### config.mk
export PLATFORM = sky130hd
export DESIGN_NAME = out_port_bcd
export DESIGN_NICKNAME = d
export VERILOG_FILES = /design/src/rtl/out_port_bcd.sv
export SDC_FILE = /design/constraint.sdc
export NUM_CORES = 1
export LEC_CHECK = 0
export ABC_AREA = 1
export CORE_ASPECT_RATIO = 1.75
export CORE_MARGIN = 2
export CORE_UTILIZATION = 52
export DETAILED_ROUTE_END_ITERATION = 6
export GPL_ROUTABILITY_DRIVEN = 0
export PLACE_DENSITY_LB_ADDON = 0.15
export SYNTH_ARGS = -nofsm -noshare
export SYNTH_HDL_FRONTEND = slang
export SYNTH_SLANG_ARGS = --single-unit
### constraint.sdc
create_clock -name clock -period 7.93 [get_ports clock]
set_input_delay 0.793 -clock clock [delete_from_list [all_inputs] [get_ports clock]]
set_output_delay 0.793 -clock clock [all_outputs]
set_load 0.02 [all_outputs]
### src/rtl/out_port_bcd.sv
// Memory-mapped output port with a sequential double-dabble binary-to-BCD converter.
// Optional build macro OUT_PORT_BCD_SAT_EN: values above 16 bits saturate to 65535 instead of truncating.
module out_port_bcd #(
  parameter logic [5:0] PORT_ADDR = 6'b100000,
  parameter int         NBITS     = 16
) (
  input  logic        clock,
  input  logic        reset,
  input  logic [31:0] mem_addr,
  input  logic [31:0] mem_datain,
  input  logic        mem_we,
  output logic [31:0] port_out,
  output logic [19:0] bcd,
  output logic        bcd_valid,
  output logic        busy
);

  localparam int NDIG = 5;
  localparam int BW   = 4 * NDIG;
  localparam int CW   = $clog2(NBITS);

  localparam logic [0:0] IDLE = 1'b0;
  localparam logic [0:0] CONV = 1'b1;

  logic [0:0]       state_q, state_d;
  logic [31:0]      port_out_q, port_out_d;
  logic [BW-1:0]    bcd_q, bcd_d;
  logic             bcd_valid_q, bcd_valid_d;
  logic [BW-1:0]    work_q, work_d;
  logic [NBITS-1:0] op_q, op_d;
  logic [CW-1:0]    cnt_q, cnt_d;

  logic             write_hit;
  logic [NBITS-1:0] operand;
  logic [BW-1:0]    work_adj;
  logic [BW-1:0]    work_shifted;

  assign write_hit = mem_we && (mem_addr[7:2] == PORT_ADDR);

`ifdef OUT_PORT_BCD_SAT_EN
  assign operand = (|mem_datain[31:NBITS]) ? {NBITS{1'b1}} : mem_datain[NBITS-1:0];
`else
  assign operand = mem_datain[NBITS-1:0];
`endif

  // Only the word-address field selects the port; the remaining address bits are don't-care.
  logic unused_bits;
  assign unused_bits = ^{mem_addr[31:8], mem_addr[1:0], mem_datain[31:NBITS]};

  always_comb begin
    for (int i = 0; i < NDIG; i++) begin
      work_adj[4*i +: 4] = (work_q[4*i +: 4] >= 4'd5) ? work_q[4*i +: 4] + 4'd3
                                                      : work_q[4*i +: 4];
    end
  end

  assign work_shifted = {work_adj[BW-2:0], op_q[NBITS-1]};

  always_comb begin
    // NOTE: every next-state signal gets a hold default first, so no path leaves it unassigned and no latch is inferred.
    state_d     = state_q;
    port_out_d  = port_out_q;
    bcd_d       = bcd_q;
    bcd_valid_d = bcd_valid_q;
    work_d      = work_q;
    op_d        = op_q;
    cnt_d       = cnt_q;

    // A store restarts the engine and takes priority over finishing an older conversion.
    if (write_hit) begin
      port_out_d  = mem_datain;
      op_d        = operand;
      work_d      = '0;
      cnt_d       = '0;
      state_d     = CONV;
      bcd_valid_d = 1'b0;
    end else if (state_q == CONV) begin
      work_d = work_shifted;
      op_d   = {op_q[NBITS-2:0], 1'b0};
      cnt_d  = cnt_q + 1'b1;
      if (cnt_q == CW'(NBITS - 1)) begin
        bcd_d       = work_shifted;
        bcd_valid_d = 1'b1;
        state_d     = IDLE;
        cnt_d       = '0;
      end
    end
  end

  always_ff @(posedge clock or posedge reset) begin
    if (reset) begin
      state_q     <= IDLE;
      port_out_q  <= '0;
      bcd_q       <= '0;
      bcd_valid_q <= 1'b1;
      work_q      <= '0;
      op_q        <= '0;
      cnt_q       <= '0;
    end else begin
      // NOTE: non-blocking assignments so every flop samples the pre-edge values of the others.
      state_q     <= state_d;
      port_out_q  <= port_out_d;
      bcd_q       <= bcd_d;
      bcd_valid_q <= bcd_valid_d;
      work_q      <= work_d;
      op_q        <= op_d;
      cnt_q       <= cnt_d;
    end
  end

  assign port_out  = port_out_q;
  assign bcd       = bcd_q;
  assign bcd_valid = bcd_valid_q;
  assign busy      = (state_q == CONV);

endmodule

### Word-level counts from Yosys, hierarchy flattened

Index checks and enable logic that the tools add are counted.

* register bits: 94
* output and inout bits: 54
* logic and storage cells: 44
* bits of input ports: 67

* multiplexer cells: 18
* add/subtract/negate cells: 6
* order comparisons: 5
* equal/unequal tests: 2
* bitwise gates (word level): 1
* reductions and logical operators: 5

Operator list (count)
* 20-bit two-way mux: 2
* 16-bit two-way mux: 2
* 4-bit two-way mux: 7
* 4-bit by 3-bit greater-or-equal comparator with 1-bit output (second input constant): 5
* 4-bit by 2-bit adder with 4-bit output (second input constant): 4
* 6-bit equality test (second input constant): 1
* 1-bit two-way mux: 6
* 4-bit by 1-bit adder with 4-bit output (second input constant): 1
* 4-bit equality test (second input constant): 1
* 2-bit nonzero test: 2
* 3-bit by 2-bit adder with 3-bit output (second input constant): 1
* 3-bit two-way mux: 1
* 3-bit AND reduction: 1
* 2-bit AND reduction: 1
* 1-bit logical AND: 1
* 1-bit inverter: 1

### Depth between registers and ports, before layout

Gate-level depths: netlist (run 1).

* depth in word-level cells: 4
* depth in mapped cells: 9
* mapped depth without buffers: 9

### Worst setup path after synthesis (run 1)

No wires, ideal clock.

* path type: input port to flip-flop
* start: input port mem_addr[5]
* end: register cnt_q[3]
* arrival: 1.513 ns
* setup time: 0.118 ns
* setup slack: 6.299 ns
* required time: 7.812 ns
* path buffers: 2
* stages: 8
* path through: nor2_1 -> nand2_1 -> nor2_4 -> nor2_2 -> buf_6 -> buf_6 -> nand2_1 -> nand2_1

* word-level cells in the longest chain between the ends: 3
* elaborated cells between the ends (all ways): 4
* those cells by class: eq/ne: 1; mux: 1; reduce/logical: 2

Ends and longest elaborated chain
* start: declaration: line 9 `input logic [31:0] mem_addr,`
* 6-bit equality test *: line 38 `assign write_hit = mem_we && (mem_addr[7:2] == PORT_ADDR);`
* 1-bit logical AND *: line 38
* 4-bit two-way mux or 2-bit nonzero test (tied branches)
* end signal: assignment: line 107 `cnt_q <= cnt_d;`
* end: declaration: line 31 `logic [CW-1:0] cnt_q, cnt_d;`

Mark *: on every way between the ends. The rest lies on a longest branch, timed or not.
A chain may end at the register's enable or synchronous reset.

### Worst setup path in the final report (run 1)

* start: input port mem_addr[5]
* end: register work_q[3]

* word-level cells in the longest chain between the ends: 3
* elaborated cells between the ends (all ways): 4
* those cells by class: eq/ne: 1; mux: 1; reduce/logical: 2

Ends and longest elaborated chain
* 6-bit equality test *: line 38
* 1-bit logical AND *: line 38
* 20-bit two-way mux or 2-bit nonzero test (tied branches)
* end signal: assignment: line 105 `work_q <= work_d;`
* end: declaration: line 29 `logic [BW-1:0] work_q, work_d;`

Marks and branches as above.

==> impl_results.md, run 1 <==
- GR Util met3: roughly 6%
- Fin Clk Skew: between 9 and 10 ps
- PortBufs: between 90 and 100
- Root Driver: clkbuf_16
- Seq pwr share: a little over a third
- Clock Pin Slew Worst Setup and Hold Paths: 70 ps
- HPWL Detailed: roughly 6700 µm
- Drt first pass iters: 5
- I/O pin cnt: between 100 and 150
- Synthesized flop and latch total: 94
- Cell area after synthesis: between 4000 and 5000 µm²
- CTS tree: built
- Pin count of the biggest net entering global routing: 87
- Cell variety after synth: 21
- Slew Limit Fails: 0
- Crit path launch type: input pin
- Nets@finish: 729
- Hold Worst Slack: roughly 470 ps
- Global route hottest layer: met2
- Final Instance Count excl. Fillers: between 700 and 800
- GR Util met2: just over 40%
- Synth Warn #: 0
- Vias: between 3,000 and 4,000
- Top FF cell, synth: dfrtp_1
- Number of fill cells: ~680
- Max_cap viols: 0
- Pwr dens: roughly 360 nW/µm²
- Combinational share of power: between 40% and 50%
- Finish-stage setup viols: 0
- Seq/Total Area, Yosys: a little over half
- Met1 global-route usage: around a quarter
- Mean post-synth cell area: a little under 8 µm²
- Clock share of power: around 22%
- Total global routing overflow: 0
- Endpoints failing hold: 0
- Fin crit period: roughly 2700 ps
- CP Capture Type: flip-flop
- Antenna viol nets, final: 0
- Num CTS Buffers: 9
- Setup TNS: 0 ps
- Pint: 1.250 mW
- Vias in the first global route: just under 4,000
- Post-route cell area: around 5700 µm²
- Final wirelength: 9948 µm
- Post-synth EDFFs: 0
- Area Growth Syn to Fin: 29.30%
- Row Count: between 40 and 50
- GRT Util Overall: 23.48%
- Die span in x: 73.52 µm
- Leak pwr: between 3 and 4 nW
- Worst skew pair latency: between 300 and 400 ps
- Max Freq: ~370 MHz
- Post-CTS setup buffer count: 0
- Drc violations: 0
- RSZ-0062 raised after global routing: no
- Status: complete, no violations
- Slew @ Worst Pin: roughly 1100 ps
- Switching pwr: 0.8147 mW
- Critical path peak fanout: roughly 50
- Layout cells sized above 1: between 3 and 4%
- # clock sinks: between 90 and 100
- Syn nets: 640
- Max-slew headroom: between 20% and 30%
- Post-synthesis instance total: about 560
- H-tree depth: 3
- Reg2reg end: bcd[0]$_DFFE_PP0P_
- Period utilisation layout: 34.00%
- Most common cell after layout, fill and taps aside: nand2_1
- Reg2reg setup slack: roughly 5500 ps
- R2r startpoint: cnt_q[0]$_DFFE_PP0P_
- Initial antenna violation count: 0
- Post-place setup slack: 4857 ps
- CTS Buffer Depth: 2
- Die footprint: 9239 µm²
- N_diodes: 0
- WL per Instance: roughly 13 µm
- Cell area after placement: approximately 5400 µm²
- CTS Hold Buffers Added: 0
- Critical Path Sink: work_q[3]$_DFFE_PP0P_
- Hold/Removal Path Class: flip-flop to flip-flop
- Cts repair resizes: 0
- Crit Path Class: input pin to flip-flop
- Initial Utilization: between 50 and 60%
- Vias per cell: just over 5
- Sw Ratio: between 30% and 40%
- Cells after DPL: 732
- Commonest cells after routing, fill and taps aside: 243 x nand2_1, 94 x clkdlybuf4s50_1, 93 x dfrtp_1
- Final setup margin: approximately 5200 ps
- Post-synth ARST share: 100.0%
- Required @ worst endpoint: 8150 ps
- CP arrival: ~3000 ps
- Crit path from: mem_addr[5]
- R2R depth: 6
- Peak VDD IR: 0.0001717 V
- Core ar.: a little over 8000 µm²
- 1st-iter DRT viols: about 240
- First-pass GRT wire length: 16,940 µm
- Die height: 125.7 µm
==> critical path, stage by stage <==
cell	delay (ps)
clkdlybuf4s50_1	430
nor2_1	120
nand2_1	90
nor2_4	790
nor2_2	30
buf_4	250
inv_2	260
o21ai_0	140
==> cell usage after synthesis (3+ instances only) <==
cell,instances,area (µm²)
nand2_1,243,912.1
a21oi_1,10,50.05
nor2_1,28,105.1
buf_2,13,65.06
dfrtp_1,93,2327
nand3_1,34,170.2
inv_1,65,244.0
clkbuf_1,3,11.26
nand4_1,10,62.56
o21ai_0,38,190.2
ha_1,11,137.6
==> kinds of logic (layout without fill, tap and decap cells) <==
| family | Yosys count | count (layout) | synth area share (%) |
|---|---|---|---|
| buffers and inverters | 87 | 181 | 8.307 |
| AOI/OAI and AO/OA | 49 | 49 | 5.576 |
| adders and majority gates | 11 | 11 | 3.129 |
| DFF | 94 | 94 | 53.51 |
| xor gates and xnor gates | 2 | 2 | 0.3984 |
| and+or+nand+nor | 319 | 319 | 29.08 |
==> worst min-delay path by stage <==
stage          cells past startpoint                  endpoint  slack [ps]                     start
2_1_floorplan                      2       op_q[0]$_DFFE_PP0P_         440       op_q[0]$_DFFE_PP0P_
5_1_grt                            2     bcd_valid$_DFFE_PP1P_         490     bcd_valid$_DFFE_PP1P_
4_1_cts                            2  port_out[21]$_DFFE_PP0P_         470  port_out[21]$_DFFE_PP0P_
6_report                           2  port_out[21]$_DFFE_PP0P_         470  port_out[21]$_DFFE_PP0P_
3_5_place_dp                       2   port_out[2]$_DFFE_PP0P_         460   port_out[2]$_DFFE_PP0P_
3_3_place_gp                       2  port_out[22]$_DFFE_PP0P_         450  port_out[22]$_DFFE_PP0P_
==> per-layer routing <==
layer,share of wire [%],vias to the layer above
met1,40,1803
met2,54,81
met4,2.4,0
met5,0,-
met3,3.6,14
li1,-,1905
==> sequential cells by signal, indices dropped and copies added, names as in the netlist <==
name and count:
bcd_valid 1, work_q 20, port_out 32, cnt_q 4, op_q 16, busy 1
bcd 20
==> power groups by stage <==
stage / Clock (mW) / Sequential [mW] / Combinational, mW
floorplan: 0 / 0.825 / 0.494
global placement: 0 / 0.753 / 0.814
detailed placement: 0 / 0.763 / 0.848
CTS: 0.470 / 0.756 / 0.855
global route: 0.485 / 0.778 / 0.961
finish: 0.462 / 0.755 / 0.847
==> through the flow <==
step           util (%)  power [mW]
3_5_place_dp      65.05       1.611
2_1_floorplan         -       1.319
3_3_place_gp      65.05       1.567
4_1_cts           68.86       2.081
6_report          68.86       2.065
5_1_grt           68.86       2.224
==> final cells by class <==
class	count	area (µm²)	share of cell area (%)
well taps	92	115.1	2.024
flip-flops and latches	94	2354	41.39
multi-input cells	381	1679	29.53
inverters	67	252.7	4.444
repair buffers	98	970.9	17.07
clock inverters	6	86.33	1.518
clock buffers	10	229.0	4.026
No activity file was read; power rests on OpenSTA's default activity.
==> inputs of run 2 (changes only) <==
Settings changed: CORE_UTILIZATION 52 to 44.
Clock period 7.93 ns to 2.35 ns, I/O delays scaled along.
==> impl_results.md, run 2 (synthesized netlist as in run 1, its figures left out) <==
- Period utilisation layout: between 70% and 80%
- RSZ-0062 raised after global routing: no
- Max_cap viols: 0
- Fin Clk Skew: a little over 6 ps
- Final wirelength: 10,060 µm
- N_diodes: 0
- Die height: ~140 µm
- CTS tree: built
- CP arrival: 2030 ps
- Clock share of power: between 15 and 20%
- Total global routing overflow: 0
- Met3 routed WL: around 500 µm
- Highest routed layer: met4
- Pint: between 4 and 5 mW
- Worst skew pair latency: 330 ps
- CTS Hold Buffers Added: 0
- GRT Util Overall: roughly a fifth
- Leak pwr: between 3 and 4 nW
- Initial Utilization: ~45%
- Clock Pin Slew Worst Setup and Hold Paths: approximately 60 ps
- Max reg flops: 32
- PortBufs: 94
- Hold Worst Slack: slightly below 300 ps
- Switching pwr: about 2.7 mW
- WL per Instance: 12.79 µm
- Vias: between 3,000 and 4,000
- Row Count: between 40 and 50
- Pin count of the biggest net entering global routing: 47
- HPWL Detailed: 7180 µm
- Nets@finish: between 700 and 800
- Seq pwr share: between 30% and 40%
- Die span in x: around 80 µm
- Most common cell after layout, fill and taps aside: nand2_1
- Die footprint: about 11,000 µm²
- Combinational share of power: around 43%
- Area Growth Syn to Fin: 30.53%
- Antenna viol nets, final: 0
- Vias per cell: about 5
- First-pass GRT wire length: approximately 17,000 µm
- Routed wl met2: around 5400 µm
- Post-CTS setup buffer count: 0
- Root Driver: clkbuf_16
- Crit path launch type: flip-flop
- CP Capture Type: flip-flop
- Setup TNS: 0 ps
- Peak VDD IR: ~0.00061 V
- CTS Buffer Depth: 2
- Endpoints failing hold: 0
- Drc violations: 0
- H-tree depth: 3
- Slew Limit Fails: 0
- Finish-stage setup viols: 0
- Pwr dens: around 1200 nW/µm²
- Hold/Removal Path Class: input pin to asynchronous set/reset pin
- Max Freq: 551.1 MHz
- Required @ worst endpoint: 2570 ps
- Sw Ratio: 39.93%
- Commonest cells after routing, fill and taps aside: 243 x nand2_1, 94 x clkdlybuf4s50_1, 93 x dfrtp_1
- Drt first pass iters: 4
- # clock sinks: 94
- Num CTS Buffers: 9
- Slew @ Worst Pin: between 600 and 700 ps
- Initial antenna violation count: 0
- Crit Path Class: flip-flop to flip-flop
- Layout cells sized above 1: 4.085%
- Vias in the first global route: 3,797
- I/O pin cnt: 121
- Max-slew headroom: between 50% and 60%
- Fin crit period: about 1800 ps
- Core ar.: 9789 µm²
- 1st-iter DRT viols: 232
- Wl on met1: approximately 4000 µm
- Status: complete, no violations
- Critical path peak fanout: 21
- Cts repair resizes: 0
run 2: per-layer routing:
metal,GRT usage [%],vias up
met1,21.95,1817
met3,4.714,15
li1,-,1917
met4,8.429,0
met5,0,-
met2,35.85,90
run 2: worst max-delay path, stage by stage (launching register included):
cell and delay [ps]:
dfrtp_1 380, ha_1 180, nand3_1 90, inv_1 520, nand3_1 150, buf_4 240
nand2_1 80, nand2_1 60
run 2: path summary, 6_finish.rpt:
check,from,endpoint,slack [ps],depth (start not counted)
min in group clock,mem_datain[31],port_out[31]$_DFFE_PP0P_,440,3
hold / removal,reset,bcd[3]$_DFFE_PP0P_,290,2
setup / recovery,cnt_q[0]$_DFFE_PP0P_,bcd[4]$_DFFE_PP0P_,540,7
hold reg to reg,port_out[2]$_DFFE_PP0P_,port_out[2]$_DFFE_PP0P_,470,2
max in group asynchronous,reset,port_out[30]$_DFFE_PP0P_,1450,3
setup reg to reg,cnt_q[0]$_DFFE_PP0P_,bcd[4]$_DFFE_PP0P_,540,7
run 2: power groups by stage:
stage	Clock [mW]	Sequential [mW]	Combinational (mW)
final	1.32	2.55	2.87
after global placement	0	2.54	2.77
after detailed placement	0	2.57	2.88
after floorplan	0	2.78	1.67
after CTS	1.35	2.55	2.91
after global routing	1.42	2.62	3.27
run 2: cell type report:
class / count / area, µm²
well taps: 125 / 156.4
inverters: 67 / 255.2
clock inverters: 1 / 5.005
repair buffers: 103 / 1033
multi-input cells: 381 / 1679
flip-flops and latches: 94 / 2354
fillers: 885 / 4049
clock buffers: 15 / 257.7
run 2: metrics by stage:
step                      setup slack (ps)  util [%]  area [µm²]  power (mW)  cells
final                                535.4     58.64        5741       6.739    786
after global routing                 306.2     58.64        5741       7.311    786
after CTS                            510.5     58.64        5741       6.809    786
after detailed placement             451.7     55.96        5478       5.449    770
after global placement               480.8     55.96        5478       5.315    770
after floorplan                       1010         -        4402       4.452    562
